File: src/rtl/bbc_micro_ram_arbiter.sv
// Single-port main SRAM arbiter for the BBC micro: video fetch, CPU and host
// requesters share two-cycle ISSUE/CAPTURE slots with fixed priority video > CPU > host.
module bbc_micro_ram_arbiter #(
  parameter int ADDR_WIDTH  = 16,
  parameter int VADDR_WIDTH = 15,
  parameter int DATA_WIDTH  = 8
) (
  input  logic                   clk,
  input  logic                   reset,
  input  logic                   enable_cpu,
  input  logic                   enable_2MHz_video,
  input  logic [1:0]             phi,
  input  logic                   reset_cpu,
  input  logic                   cpu_req_valid,
  input  logic                   cpu_rnw,
  input  logic [ADDR_WIDTH-1:0]  cpu_address,
  input  logic [DATA_WIDTH-1:0]  cpu_write_data,
  output logic [DATA_WIDTH-1:0]  cpu_read_data,
  input  logic                   video_req_valid,
  input  logic [VADDR_WIDTH-1:0] video_address,
  output logic [DATA_WIDTH-1:0]  video_data,
  output logic                   video_data_valid,
  input  logic                   host_req_valid,
  output logic                   host_req_ready,
  input  logic                   host_rnw,
  input  logic [ADDR_WIDTH-1:0]  host_address,
  input  logic [DATA_WIDTH-1:0]  host_write_data,
  output logic                   host_resp_valid,
  output logic [DATA_WIDTH-1:0]  host_read_data,
  output logic                   sram_select,
  output logic                   sram_rnw,
  output logic [ADDR_WIDTH-1:0]  sram_address,
  output logic [DATA_WIDTH-1:0]  sram_write_data,
  input  logic [DATA_WIDTH-1:0]  sram_read_data,
  output logic                   cpu_overrun,
  output logic                   video_overrun
);

  typedef enum logic [2:0] {
    IDLE, VID_ISSUE, VID_CAPTURE, CPU_ISSUE, CPU_CAPTURE, HOST_ISSUE, HOST_CAPTURE
  } state_t;

  state_t                 state, state_n;
  logic                   video_pending;
  logic [VADDR_WIDTH-1:0] video_addr_q;
  logic                   cpu_done;
  logic [DATA_WIDTH-1:0]  video_q, host_q;

  logic                   video_set, video_want;
  logic                   cpu_pending, cpu_busy, cpu_want;
  logic                   pick_vid, pick_cpu, pick_host;
  logic [ADDR_WIDTH-1:0]  vid_issue_addr;

  assign video_set   = enable_2MHz_video & video_req_valid;
  assign video_want  = video_pending | video_set;
  assign cpu_pending = (phi == 2'b10) & cpu_req_valid & ~reset_cpu & ~cpu_done;
  // cpu_done only rises at the end of CPU_CAPTURE, so mask the in-flight access here
  assign cpu_busy    = (state == CPU_ISSUE) | (state == CPU_CAPTURE);
  assign cpu_want    = cpu_pending & ~cpu_busy;

  assign vid_issue_addr = ADDR_WIDTH'(video_pending ? video_addr_q : video_address);

  always_comb begin
    state_n   = state;
    pick_vid  = 1'b0;
    pick_cpu  = 1'b0;
    pick_host = 1'b0;
    case (state)
      VID_ISSUE:  state_n = VID_CAPTURE;
      CPU_ISSUE:  state_n = CPU_CAPTURE;
      HOST_ISSUE: state_n = HOST_CAPTURE;
      default: begin
        // IDLE and every CAPTURE state are arbitration points
        state_n = IDLE;
        if (video_want) begin
          pick_vid = 1'b1;
          state_n  = VID_ISSUE;
        end else if (cpu_want && !enable_cpu) begin
          pick_cpu = 1'b1;
          state_n  = CPU_ISSUE;
        end else if (host_req_valid) begin
          pick_host = 1'b1;
          state_n   = HOST_ISSUE;
        end
      end
    endcase
  end

  assign host_req_ready   = pick_host & ~reset;
  assign video_data_valid = (state == VID_CAPTURE) & ~reset;
  assign host_resp_valid  = (state == HOST_CAPTURE) & ~reset;
  // forward the SRAM byte during the capture cycle so data and its pulse coincide
  assign video_data       = video_data_valid ? sram_read_data : video_q;
  assign host_read_data   = (host_resp_valid && sram_rnw) ? sram_read_data : host_q;

  always_ff @(posedge clk) begin
    if (reset) begin
      state           <= IDLE;
      video_pending   <= 1'b0;
      video_addr_q    <= '0;
      cpu_done        <= 1'b0;
      cpu_overrun     <= 1'b0;
      video_overrun   <= 1'b0;
      sram_select     <= 1'b0;
      sram_rnw        <= 1'b0;
      sram_address    <= '0;
      sram_write_data <= '0;
      cpu_read_data   <= '0;
      video_q         <= '0;
      host_q          <= '0;
    end else begin
      state       <= state_n;
      sram_select <= pick_vid | pick_cpu | pick_host;

      if (pick_vid) begin
        sram_rnw     <= 1'b1;
        sram_address <= vid_issue_addr;
      end else if (pick_cpu) begin
        sram_rnw        <= cpu_rnw;
        sram_address    <= cpu_address;
        sram_write_data <= cpu_write_data;
      end else if (pick_host) begin
        sram_rnw        <= host_rnw;
        sram_address    <= host_address;
        sram_write_data <= host_write_data;
      end

      // a request arriving while one is queued displaces it into the issue slot
      if (pick_vid) video_pending <= video_pending & video_set;
      else          video_pending <= video_pending | video_set;
      if (video_set && (video_pending || !pick_vid)) video_addr_q <= video_address;

      video_overrun <= video_overrun | (video_set & video_pending);
      cpu_overrun   <= cpu_overrun | (enable_cpu & cpu_want);

      if (enable_cpu)                cpu_done <= 1'b0;
      else if (state == CPU_CAPTURE) cpu_done <= 1'b1;

      if (state == VID_CAPTURE)                 video_q       <= sram_read_data;
      if (state == CPU_CAPTURE && sram_rnw)     cpu_read_data <= sram_read_data;
      if (state == HOST_CAPTURE && sram_rnw)    host_q        <= sram_read_data;
    end
  end

endmodule

File: config.mk
export PLATFORM = sky130hd
export DESIGN_NAME = bbc_micro_ram_arbiter
export DESIGN_NICKNAME = d
export VERILOG_FILES = /design/src/rtl/bbc_micro_ram_arbiter.sv
export SDC_FILE = /design/constraint.sdc
export NUM_CORES = 1
export LEC_CHECK = 0
export CAP_MARGIN = 0
export CELL_PAD_IN_SITES_DETAIL_PLACEMENT = 2
export CELL_PAD_IN_SITES_GLOBAL_PLACEMENT = 2
export CORE_ASPECT_RATIO = 0.7
export CORE_MARGIN = 3
export CORE_UTILIZATION = 27
export DETAILED_ROUTE_END_ITERATION = 6
export PLACE_DENSITY = 0.93
export SLEW_MARGIN = 0
export SYNTH_ARGS = -nofsm -noshare
export SYNTH_HDL_FRONTEND = slang
export SYNTH_SLANG_ARGS = --single-unit
File: constraint.sdc
create_clock -name clk -period 5.7 [get_ports clk]
set_input_delay 1.14 -clock clk [delete_from_list [all_inputs] [get_ports clk]]
set_output_delay 1.14 -clock clk [all_outputs]
set_load 0.005 [all_outputs]
* Yosys cells after proc, flatten, opt, wreduce, memory -nomap -nowiden *
Index checks and enable logic that the tools add are counted.

storage, ports and cells
  word-level logic and storage cells = 79
  bits in registers = 72
  output and inout bits = 55
  input bits = 83

cells by class
  bitwise gates (word level) = 21
  reductions and logical operators = 13
  equal/unequal tests = 7
  mux-type cells = 25

operators by type and width
  kind                                                                    number
  16-bit 2-to-1 mux                                                       3
  8-bit 2-to-1 mux                                                        4
  15-bit 2-to-1 mux                                                       1
  1-bit 2-to-1 mux                                                        13
  1-bit AND                                                               10
  3-bit equality test (second input constant)                             3
  3-bit 2-to-1 mux                                                        3
  3-bit one-hot mux with 3 select lines                                   1
  3-bit by 2-bit equality test with 1-bit output (second input constant)  2
  1-bit bitwise OR                                                        6
  1-bit logical AND                                                       5
  1-bit NOT                                                               5
  3-bit by 1-bit equality test with 1-bit output (second input constant)  1
  3-bit nonzero test                                                      1
  3-bit OR reduction                                                      1
  2-bit equality test (second input constant)                             1
  1-bit zero test                                                         2
  2-bit AND reduction                                                     1
  2-bit nonzero test                                                      1
  2-bit OR reduction                                                      1
  1-bit logical OR                                                        1

* Depth between registers and ports, before layout *
  depth in word-level cells = 12
  mapped depth = 8
  depth with buffers taken out = 5

* Worst setup path before layout *
No wires, ideal clock.

  path type = input to output
  start = input port reset
  end = output port video_data[6]
  path slack = 2121 ps
  required time = 4560 ps
  stages = 4
  path buffers = 2
  arrival = 2439 ps
  cell sequence = clkbuf_1 > nor3_2 > clkbuf_1 > mux2_2

on the way
  word-level cells in the longest chain between the ends = 3

ends and longest elaborated chain
  item                        line  source
  from (decl)                 9     input logic reset,
  1-bit NOT                   90    assign video_data_valid = (state == VID_CAPTURE) & ~reset;
  1-bit AND                   90
  named net video_data_valid  22    output logic video_data_valid,
  8-bit 2-to-1 mux            93    assign video_data = video_data_valid ? sram_read_data : video_q;
  to (decl)                   21    output logic [DATA_WIDTH-1:0] video_data,

The timed path passes the listed nets, and every way through them passes these cells.

* Worst setup path in the final report *
  start = input port phi[1]
  end = output port host_req_ready

on the way
  word-level cells in the longest chain between the ends = 10

ends and longest elaborated chain
  item                     line  source
  from (decl)              12    input logic [1:0] phi,
  2-bit equality test      56    assign cpu_pending = (phi == 2'b10) & cpu_req_valid & ~reset_cpu & ~cpu_done;
  1-bit AND (3 in series)  56
  1-bit AND                59    assign cpu_want = cpu_pending & ~cpu_busy;
  1-bit logical AND        78    end else if (cpu_want && !enable_cpu) begin
  1-bit 2-to-1 mux         78
  1-bit 2-to-1 mux         75    if (video_want) begin
  1-bit 2-to-1 mux         68    case (state)
  1-bit AND                89    assign host_req_ready = pick_host & ~reset;
  to (decl)                24    output logic host_req_ready,

Every way passes these cells.

==> summary.md <==
| Metric | Value |
|---|---|
| Post-CTS setup repair buffer count | 0 |
| PostCTS Resize Cnt | 0 |
| CP Cell Sequence | clkdlybuf4s50_1 > nand3b_1 > a2111oi_4 > and2_4 > nand3b_1 > nor2_1 > clkdlybuf4s50_1 |
| CTS root buffer | clkbuf_16 |
| Worst slack, placed | 1.11 ns |
| CP max stage cell | and2_4 |
| Pwr per Cell Area | 257 nW/um^2 |
| Ys async rst share | 0% |
| WL per Instance | 20.4 um |
| CTS max path bufs | 2 |
| R2R Setup Slk | 3.26 ns |
| Critical Path AT | 3.43 ns |
| Ranking of synthesized cells by area | dfxtp_1 (42%), mux2_2 (15%), mux2i_1 (6.9%) |
| TritonCTS clock tree | yes |
| Yosys warning count | 0 |
| Synth Flop Type | dfxtp_1 |
| Clock transition at path regs | 0.06 ns |
| Core Region | 12100 um^2 |
| Antenna Cells | 0 |
| Ratio of cells with drive above 1 in the final layout | 15.5% |
| # rows | 33 |
| Total wire length | 13.6 mm |
| Fin crit period | 4.57 ns |
| RSZ-0062 raised after global routing | false |
| Horiz. Die Dim | 141 um |
| First-pass iteration count of the detailed router | 4 |
| Fin nets | 587 |
| Max-cap violations | 0 |
| GR Overflow Total | 0 |
| Outcome | finished, final reports clean |
| Post-synth EDFFs | 0 |
| Chip Height | 101 um |
| Number of antenna violations at the first check in global routing | 0 |
| Detailed-route via count | 3393 |
| Mapped Cells | 378 |
| Buffer and inverter count on the worst path | 2 |
| Cell family with most CP delay | buffers and inverters |
| Synth-to-Final Area Change | 51.4% |
| Hold crit path type | reg2reg |
| Final Wtd Congestion | 0.819 |
| Hold-fix buffers, CTS | 0 |
| Routed Antenna Nets | 0 |
| Fin. Hold Viols | 0 |
| Pins Over Slew Limit | 0 |
| Synth area leader | dfxtp_1 |
| Sum of negative setup slack | 0 ns |
| Layout Skew | 0.00974 ns |
| Htree depth | 3 |
| Die ar. | 14200 um^2 |
| Hold_ws | 0.465 ns |
| First-pass GRT wire length | 21.2 mm |
| Initial Utilization | 28.6% |
| TritonCTS Buffers | 9 |
| Critical path fanouts, max | 27 |
| IO Pins | 138 |
| Critical path class | in2out |
| Largest net degree at the start of global routing | 59 |
| Avg Cell Area, Syn | 9.17 um^2 |
| Yosys top cell area share | 41.6% |
| Peak supply drop | 156 uV |
| Final Cycle Share | 80.1% |
| Vias in the first global route | 3730 |
| CTS sink count | 72 |
| Setup crit end kind | output pin |
| Critical Path RT | 4.56 ns |
| Post-synthesis sequential area ratio | 41.6% |
| DPL Wire Length | 9.85 mm |
| Initial DRC count | 109 |
| IO Port Bufs | 137 |
| Synth top cells by count | dfxtp_1 (72), nand2_1 (49), mux2_2 (46) |
| #FFs+latches synth | 72 |
| # DRC | 0 |
| Setup ws final | 1.13 ns |
| Most common cell in the synthesized netlist | dfxtp_1 |
| Overall routing resource usage | 18.9% |
| Syn Std Cell Area | 3460 um^2 |
| Worst-skew pair later-pin latency | 0.33 ns |
| Slew margin rel. | 19.2% |
| Unique cell type count in the Yosys netlist | 31 |
| Post-Syn Nets | 461 |
| Worst path max stage delay | 0.50 ns |
| Maximum clock rate | 219 MHz |
| CP startpoint kind | primary input |
| Worst-Margin Slew | 1.21 ns |
| Avg Vias per Cell | 5.09 |
| LEAKAGE | 1.96 nW |
| Fillers | 1315 |
| # setup viols final | 0 |
worst paths after layout:
check        depth (start not counted)                 end             start
max                                  7      host_req_ready            phi[1]
min                                  2    cpu_read_data[7]  cpu_read_data[7]
min reg2reg                          2    cpu_read_data[7]  cpu_read_data[7]
max reg2reg                          5  sram_write_data[4]          state[2]
kinds of logic after synthesis:
group / synth area share, %
muxes: 21.9
buffers and inverters: 4.98
DFF: 41.6
and+or+nand+nor: 15.9
AOI/OAI and AO/OA: 15.6
metrics by stage:
step,total power (W),instance area [um^2],utilization [%],std cells
detailed placement,0.000799,4950,40.9,650
global placement,0.000787,4950,40.9,650
CTS,0.00137,5250,43.4,666
global route,0.00141,5250,43.4,666
floorplan,0.000653,3460,-,378
finish,0.00135,5250,43.4,666
placed cells by master (no fill, tap or decap), types with 2 or more instances in the layout:
cell type / synthesis / layout
a221oi_1: 9 / 9
inv_1: 10 / 10
or2_2: 2 / 2
clkinv_2: 0 / 2
nand2_1: 49 / 49
nand3_1: 15 / 15
nor2b_1: 3 / 2
nor3_1: 2 / 2
a22o_1: 16 / 16
mux2i_1: 24 / 24
a21oi_1: 16 / 16
clkbuf_16: 0 / 9
clkdlybuf4s50_1: 0 / 136
a31oi_1: 16 / 16
buf_4: 0 / 6
dfxtp_1: 72 / 72
clkinvlp_4: 0 / 2
mux2_2: 46 / 46
nor2_1: 27 / 27
nand3b_1: 2 / 2
nor3_2: 2 / 2
nand2b_1: 11 / 11
o21ai_0: 18 / 18
clkinv_4: 0 / 2
nor3b_1: 2 / 2
final cells by class:
cell class | count | area (um^2) | area share (%)
Clock buffer | 9 | 225 | 4.29
Clock inverter | 7 | 72.6 | 1.38
Inverter | 10 | 37.5 | 0.715
Multi-Input combinational cell | 268 | 1860 | 35.5
Sequential cell | 72 | 1440 | 27.5
Tap cell | 157 | 196 | 3.74
Timing Repair Buffer | 143 | 1410 | 26.9
power breakdown:
part	leakage, nW	internal (W)	switching, W
Sequential	0.587	0.000529	0.0000173
Combinational	1.23	0.000134	0.000109
Clock	0.141	0.000339	0.000222
Total	1.96	0.00100	0.000348
registers in the layout, summed over array words and instances (netlist names):
register	count
sram_address	16
video_addr_q	15
cpu_read_data	8
host_q	8
sram_write_data	8
video_q	8
state	3
cpu_done	1
cpu_overrun	1
sram_rnw	1
sram_select	1
video_overrun	1
video_pending	1
layer usage:
metal / GRT usage [%] / vias up / wire length (um)
li1: - / 1591 / -
met1: 24.2 / 1698 / 6290
met2: 32.9 / 97 / 6480
met3: 4.60 / 7 / 722
met4: 3.76 / 0 / 98
met5: 0 / - / 0
tightest hold or removal path, cell delays in order (launching register included):
cell     delay, ns
dfxtp_1       0.31
nand2_1       0.05
a21oi_1       0.05
Note: power is estimated with default switching activity, not from simulation.
